File: config.mk
export PLATFORM = sky130hd
export DESIGN_NAME = fifo_reader
export DESIGN_NICKNAME = d
export VERILOG_FILES = /design/src/rtl/fifo_reader_pkg.sv /design/src/rtl/fifo_reader_skid.sv /design/src/rtl/fifo_reader.sv
export SDC_FILE = /design/constraint.sdc
export NUM_CORES = 1
export LEC_CHECK = 0
export ABC_AREA = 1
export CAP_MARGIN = 10
export CORE_UTILIZATION = 40
export DETAILED_ROUTE_END_ITERATION = 8
export GPL_ROUTABILITY_DRIVEN = 0
export PLACE_DENSITY_LB_ADDON = 0.3
export SYNTH_ARGS = -nofsm -noshare
export SYNTH_HDL_FRONTEND = slang
export SYNTH_HIERARCHICAL = 1
export SYNTH_SLANG_ARGS = --single-unit
export TNS_END_PERCENT = 20
File: constraint.sdc
create_clock -name clk -period 4.21 [get_ports clk]
set_input_delay 0.842 -clock clk [delete_from_list [all_inputs] [get_ports clk]]
set_output_delay 0.842 -clock clk [all_outputs]
set_load 0.005 [all_outputs]
File: src/rtl/fifo_reader_pkg.sv
// Shared types and defaults for the FIFO read-side controller.
package fifo_reader_pkg;

  localparam int unsigned FIFO_WIDTH_DEF = 16;
  localparam int unsigned CNT_WIDTH_DEF  = 16;

  typedef enum logic [1:0] {
    IDLE   = 2'd0,
    ACTIVE = 2'd1,
    DRAIN  = 2'd2
  } fifo_reader_state_e;

endpackage

File: src/rtl/fifo_reader_skid.sv
// Two-entry skid buffer: absorbs the FIFO's registered read data while keeping FIFO order.
module fifo_reader_skid
  import fifo_reader_pkg::*;
#(
  parameter int unsigned WIDTH = FIFO_WIDTH_DEF
) (
  input  logic             clk,
  input  logic             rst_n,
  input  logic             push,
  input  logic [WIDTH-1:0] push_data,
  input  logic             pop,
  output logic [WIDTH-1:0] head_data,
  output logic [1:0]       occ
);

  logic [WIDTH-1:0] ent0_q;
  logic [WIDTH-1:0] ent1_q;
  logic [1:0]       occ_q;
  logic             pop_ok_c;
  logic             push_ok_c;

  // Pops from an empty buffer and pushes into a full one without a pop are ignored.
  assign pop_ok_c  = pop && (occ_q != 2'd0);
  assign push_ok_c = push && ((occ_q != 2'd2) || pop_ok_c);

  always_ff @(posedge clk or negedge rst_n) begin
    if (!rst_n) begin
      ent0_q <= '0;
      ent1_q <= '0;
      occ_q  <= 2'd0;
    end else begin
      case ({push_ok_c, pop_ok_c})
        2'b10: begin
          if (occ_q == 2'd0) ent0_q <= push_data;
          else               ent1_q <= push_data;
          occ_q <= occ_q + 2'd1;
        end
        2'b01: begin
          ent0_q <= ent1_q;
          occ_q  <= occ_q - 2'd1;
        end
        2'b11: begin
          if (occ_q == 2'd1) begin
            ent0_q <= push_data;
          end else begin
            ent0_q <= ent1_q;
            ent1_q <= push_data;
          end
        end
        default: ;
      endcase
    end
  end

  assign head_data = ent0_q;
  assign occ       = occ_q;

endmodule

File: src/rtl/fifo_reader.sv
// FIFO read-side controller: issues reads, hides read latency behind a skid buffer, streams words out.
// Optional FIFO_READER_CHECKSUM_EN adds rd_checksum, the running XOR of delivered words.
module fifo_reader
  import fifo_reader_pkg::*;
#(
  parameter int unsigned FIFO_WIDTH = FIFO_WIDTH_DEF,
  parameter int unsigned CNT_WIDTH  = CNT_WIDTH_DEF
) (
  input  logic                  clk,
  input  logic                  rst_n,
  input  logic                  enable,
  input  logic                  fifo_empty,
  input  logic                  fifo_underflow,
  input  logic [FIFO_WIDTH-1:0] fifo_data_out,
  output logic                  fifo_rd_en,
  output logic                  m_valid,
  input  logic                  m_ready,
  output logic [FIFO_WIDTH-1:0] m_data,
  output logic                  busy,
  output logic [CNT_WIDTH-1:0]  rd_count,
  output logic                  underflow_err
`ifdef FIFO_READER_CHECKSUM_EN
  ,
  output logic [FIFO_WIDTH-1:0] rd_checksum
`endif
);

  fifo_reader_state_e state_q;
  fifo_reader_state_e state_d;
  logic               inflight_q;
  logic [1:0]         occ;
  logic [2:0]         fill_c;
  logic               pop_c;

  fifo_reader_skid #(
    .WIDTH (FIFO_WIDTH)
  ) u_skid (
    .clk       (clk),
    .rst_n     (rst_n),
    .push      (inflight_q),
    .push_data (fifo_data_out),
    .pop       (pop_c),
    .head_data (m_data),
    .occ       (occ)
  );

  assign m_valid = (occ != 2'd0);
  assign pop_c   = m_valid && m_ready;
  assign busy    = (state_q != IDLE);

  // Words already held plus the word in flight; a same-cycle pop frees a slot for a new read.
  assign fill_c     = {1'b0, occ} + {2'b00, inflight_q};
  assign fifo_rd_en = (state_q == ACTIVE) && !fifo_empty && ((fill_c < 3'd2) || pop_c);

  always_ff @(posedge clk or negedge rst_n) begin
    if (!rst_n) state_q <= IDLE;
    else        state_q <= state_d;
  end

  always_comb begin
    state_d = state_q;
    case (state_q)
      IDLE:    if (enable) state_d = ACTIVE;
      ACTIVE:  if (!enable) state_d = DRAIN;
      DRAIN: begin
        if (enable)                                state_d = ACTIVE;
        else if ((occ == 2'd0) && !inflight_q)     state_d = IDLE;
      end
      default: state_d = IDLE;
    endcase
  end

  // In-flight tracking, delivered-word count and sticky underflow.
  always_ff @(posedge clk or negedge rst_n) begin
    if (!rst_n) begin
      inflight_q    <= 1'b0;
      rd_count      <= '0;
      underflow_err <= 1'b0;
    end else begin
      inflight_q <= fifo_rd_en;
      if (pop_c) rd_count <= rd_count + CNT_WIDTH'(1);
      if (fifo_underflow) underflow_err <= 1'b1;
    end
  end

`ifdef FIFO_READER_CHECKSUM_EN
  always_ff @(posedge clk or negedge rst_n) begin
    if (!rst_n)     rd_checksum <= '0;
    else if (pop_c) rd_checksum <= rd_checksum ^ m_data;
  end
`endif

endmodule
==> results of run 1 <==
## synthesized netlist by cell type (all sizes together)
master	instances	area, um^2
a211oi	1	7.51
a21oi	2	10.0
buf	13	83.8
clkbuf	3	11.3
dfrtp	54	1350
ha	4	50.1
inv	31	116
nand2	181	692
nand3	30	175
nand3b	2	27.5
nand4	18	119
nor2	66	299
nor3	3	26.3
nor4	1	6.26
o21ai	2	10.0
or2	1	6.26
xnor2	2	17.5
xor2	10	87.6
## how the worst max path moves through the flow
stage | slack [ps] | endpoint | depth (start not counted)
2_1_floorplan | 1950 | fifo_rd_en | 4
3_3_place_gp | 810 | fifo_rd_en | 6
3_5_place_dp | 770 | fifo_rd_en | 6
4_1_cts | 750 | fifo_rd_en | 6
5_1_grt | 600 | fifo_rd_en | 6
6_report | 770 | fifo_rd_en | 6
## per-stage QoR
stage	setup slack, ps	hold WS (ps)	power [uW]
global route	595	525	2500
CTS	749	486	2320
global placement	810	453	1920
finish	774	488	2300
detailed placement	769	455	1950
floorplan	1950	460	1560
## report_power, final
part,switching (uW),leakage (uW),internal (uW)
clock network,169,0.0000573,191
registers,153,0.000652,712
logic,608,0.00125,463
## worst max-delay path: cells and delay by family
kind | cells | cell delay, ps
buf+inv | 3 | 1170
simple gates | 3 | 580
## area by class of cell
| class | instances | area (um^2) |
|---|---|---|
| inverter | 31 | 116 |
| sequential | 54 | 1350 |
| multi-input combinational | 323 | 1530 |
| fill | 748 | 3560 |
| clock buffer | 6 | 82.6 |
| clock inverter | 1 | 30.0 |
| tap | 99 | 124 |
| timing repair buffer | 58 | 573 |
## cells by family (layout without fill, tap and decap cells)
kind of cell	Yosys count	after routing	synth area share [%]
XOR/XNOR	12	12	3.39
flip-flops	54	54	43.6
AND/OR/NAND/NOR	302	302	43.6
AO/OA/AOI/OAI	5	5	0.889
adder cells (fa/ha/maj)	4	4	1.62
buffers and inverters	47	96	6.83
## layer usage
metal	global-route usage (%)	routed length, um
met5	0	0
met3	3.38	345
met4	3.76	55
met2	30.8	3380
met1	24.9	3310
## state kept, by name, summed over array words and instances (netlist names)
signal,cells
rd_count,16
u_skid/ent1_q,16
u_skid/head_data,16
state_q,2
u_skid/occ,2
inflight_q,1
underflow_err,1
==> results.toml, run 1 <==
[timing]
slew_headroom_pct = 44.5
slew_viol_final = 0
rsz0062_at_grt = "no"
worst_pin_slew_ps = 833
finalWorstPathRequiredPeriod_ps = 3440
tns_ps = 0
hold_violations = 0
max_freq_mhz = 291
post-route-period-util_pct = 81.6
finalSetupViolations = 0
clock_skew_ps = 10.1

[layout]
area_growth_pct = 23.1
final_cell_mix = "nand2_1, nor2_1, clkdlybuf4s50_1"
fin_util_pct = 51.7
layout-drive-gt1-share_pct = 7.61
finalInstanceArea_mm2 = 0.00381
final_common_cell = "nand2_1"
fin_nets = 499
layout.cells.non_filler = 572
diodes = 0

[route]
drt_iter0_drc = 213
viasPerCell = 4.88
routed_wl_um = 7090
num_vias = 2791
drt_first_pass_iters = 5
ant_nets = 0
drt-wirelength-per-cell_um = 12.4
drc = 0

[critical_path]
crit_chain = "clkdlybuf4s50_1 > inv_2 > nor2_8 > nor2_1 > nor4_1 > clkdlybuf4s50_1"
worstReg2RegStart = "u_skid/occ[0]"
end_kind = "output pin"
max_stage_delay_ps = 570
crit_start = "m_ready"
required_ps = 3370
crit_top_cell = "clkdlybuf4s50_1"
r2r_cells = 8
cp.arrival_ps = 2590
r2r_setup_slack_ps = 1650
cp-start-kind = "input pin"
reg2reg_to = "u_skid/head_data[11]"
setup.worst_path.class = "input pin to output pin"
crit_path_top_delay_cell = "clkdlybuf4s50_1"
crit_fanout = 12

[clocking]
cts_resized = 0
cts_sinks = 54
post-cts-setup-buffer-count = 0
clockBufferDepth = 2
cts_tree = "yes"
cts.clk_slew.worst_paths_ps = 100
htreeDepth = 2
cts_hold_buf = 0
clock_latency_ps = 310
cts_buffers = 5
root_buffer = "clkbuf_8"

[min_path]
worstHoldStart = "underflow_err"
min_to = "underflow_err"
whs_path_depth = 1
hp-class = "flip-flop to flip-flop"

[floorplanning]
die_h_um = 90.0
ios = 58
initial_core_util_pct = 42.0
rows = 31
die_area_mm2 = 0.00810
core_area_mm2 = 0.00737
fp.dieW_um = 90.0

[synth]
ys_seq_area_share_pct = 43.6
ys_ff_latch = 54
syn_nets = 450
synth.cell_area_mm2 = 0.00310
synthDistinctLibCells = 29
syn-instance-count = 424
avgSynthCellArea_um2 = 7.30
yosys_warnings = 6

[grt]
grt_pass1_wl_um = 12100
grt_overflow = 0
grt_usage_pct = 18.4
grt_max_degree = 37
grt_pass1_vias = 2567
antenna_found_initial = 0

[placed_design]
port_buffers = 57
placed_area_mm2 = 0.00370
dp_hpwl_um = 4590
dp.cells = 565

[pwr]
peakVddDrop_mv = 0.346
p_leak_uw = 0.00196
powerDensity_mw_per_mm2 = 602

[outcome]
status = "complete, no violations"

[job]
maxCapViolCount = 0
No activity file was read; power rests on OpenSTA's default activity.
==> run 2, diff against run 1 <==
==> constraint.sdc (replaced) <==
create_clock -name clk -period 3.57 [get_ports clk]
set_input_delay 0.714 -clock clk [delete_from_list [all_inputs] [get_ports clk]]
set_output_delay 0.714 -clock clk [all_outputs]
set_load 0.005 [all_outputs]
==> results.toml, run 2 (synthesis results as in run 1) <==
[route]
viasPerCell = 4.89
ant_nets = 0
routed_wl_um = 7240
drt_iter0_drc = 148
drc = 0
drt-wirelength-per-cell_um = 12.5
drt_first_pass_iters = 4
num_vias = 2829

[layout]
area_growth_pct = 23.7
fin_nets = 504
diodes = 0
fillers = 727
final_cell_mix = "nand2_1, nor2_1, clkdlybuf4s50_1"
final_common_cell = "nand2_1"
layout-drive-gt1-share_pct = 8.77
fin_util_pct = 52.0
finalInstanceArea_mm2 = 0.00383

[pwr]
p_leak_uw = 0.00197
peakVddDrop_mv = 0.366
pwr-share-seq_pct = 38.2
pwr-share-comb_pct = 48.3
internal-power_uw = 1560
p_sw_share_pct = 41.4
powerDensity_mw_per_mm2 = 697
power.switching_uw = 1110
p_clk_share_pct = 13.5

[outcome]
status = "complete, no violations"

[grt]
antenna_found_initial = 0
grt_overflow = 0
grt_pass1_wl_um = 12300
grt_usage_pct = 18.7
grt_max_degree = 30
grt_pass1_vias = 2631

[clocking]
cts_sinks = 54
post-cts-setup-buffer-count = 0
clock_latency_ps = 310
cts_resized = 0
clockBufferDepth = 2
root_buffer = "clkbuf_8"
cts_buffers = 5
cts_tree = "yes"
cts.clk_slew.worst_paths_ps = 100
cts_hold_buf = 0
htreeDepth = 2

[timing]
finalWorstPathRequiredPeriod_ps = 3010
slew_viol_final = 0
post-route-period-util_pct = 84.2
tns_ps = 0
max_freq_mhz = 333
finalSetupViolations = 0
hold_violations = 0
slew_headroom_pct = 50.1
worst_pin_slew_ps = 748
rsz0062_at_grt = "no"
clock_skew_ps = 13.4

[floorplanning]
initial_core_util_pct = 42.0
die_h_um = 90.0
rows = 31
fp.dieW_um = 90.0
core_area_mm2 = 0.00737
ios = 58
die_area_mm2 = 0.00810

[critical_path]
crit_fanout = 3
end_kind = "output pin"
setup.worst_path.class = "input pin to output pin"
cp-start-kind = "input pin"
worstReg2RegStart = "u_skid/occ[0]"
r2r_setup_slack_ps = 1070
required_ps = 2860
cp.arrival_ps = 2290
crit_start = "m_ready"

[job]
maxCapViolCount = 0

[min_path]
hp-class = "input pin to async pin"

[placed_design]
dp_hpwl_um = 4780
port_buffers = 57
placed_area_mm2 = 0.00374
## run 2: cell types whose count changed in the layout (fill, tap and decap cells not counted), sizes merged
cell	change
clkinv	+1
buf	+5
bufinv	-1
clkinvlp	+1
## run 2: path summary, 6_finish.rpt
| check | to | cells after the start |
|---|---|---|
| setup / recovery | fifo_rd_en | 6 |
| min in group clk | underflow_err | 1 |
| hold reg to reg | underflow_err | 1 |
| setup reg to reg | u_skid/head_data[12] | 10 |
| max in group asynchronous | u_skid/head_data[0] | 2 |
| hold / removal | u_skid/head_data[15] | 1 |
## run 2: metal layers
metal | up-vias | global-route usage [%] | wire length (um)
met5 | - | 0 | 0
met4 | 0 | 4.30 | 58
met3 | 5 | 3.38 | 430
met2 | 73 | 32.8 | 3450
met1 | 1323 | 24.1 | 3300
li1 | 1428 | - | -
## run 2: power by group through the flow
stage                     Combinational [uW]  Sequential [uW]  Clock [uW]
after detailed placement                1290             1030           0
after global routing                    1460             1060         403
after global placement                  1270             1020           0
after floorplan                          826             1020           0
after CTS                               1300             1020         377
final                                   1290             1020         361
## run 2: layout make-up
type	count	area [um^2]	area share, %
sequential	54	1350	35.3
timing repair buffer	63	611	15.9
clock buffer	6	82.6	2.16
multi-input combinational	323	1530	40.0
inverter	31	116	3.04
clock inverter	2	12.5	0.327
tap	99	124	3.23
## run 2: critical path: stages
cell and delay, ps:
clkdlybuf4s50_1 530, inv_2 80, nor2_8 100, nor2_1 40
nor4_1 260, clkdlybuf4s50_1 570
## run 2: metrics by stage
stage,power [uW],cells,hold slack (ps),setup slack [ps]
finish,2670,578,439,563
global route,2920,578,478,435
CTS,2690,578,462,522
detailed placement,2320,570,463,539
global placement,2290,570,451,602
floorplan,1840,424,418,1570
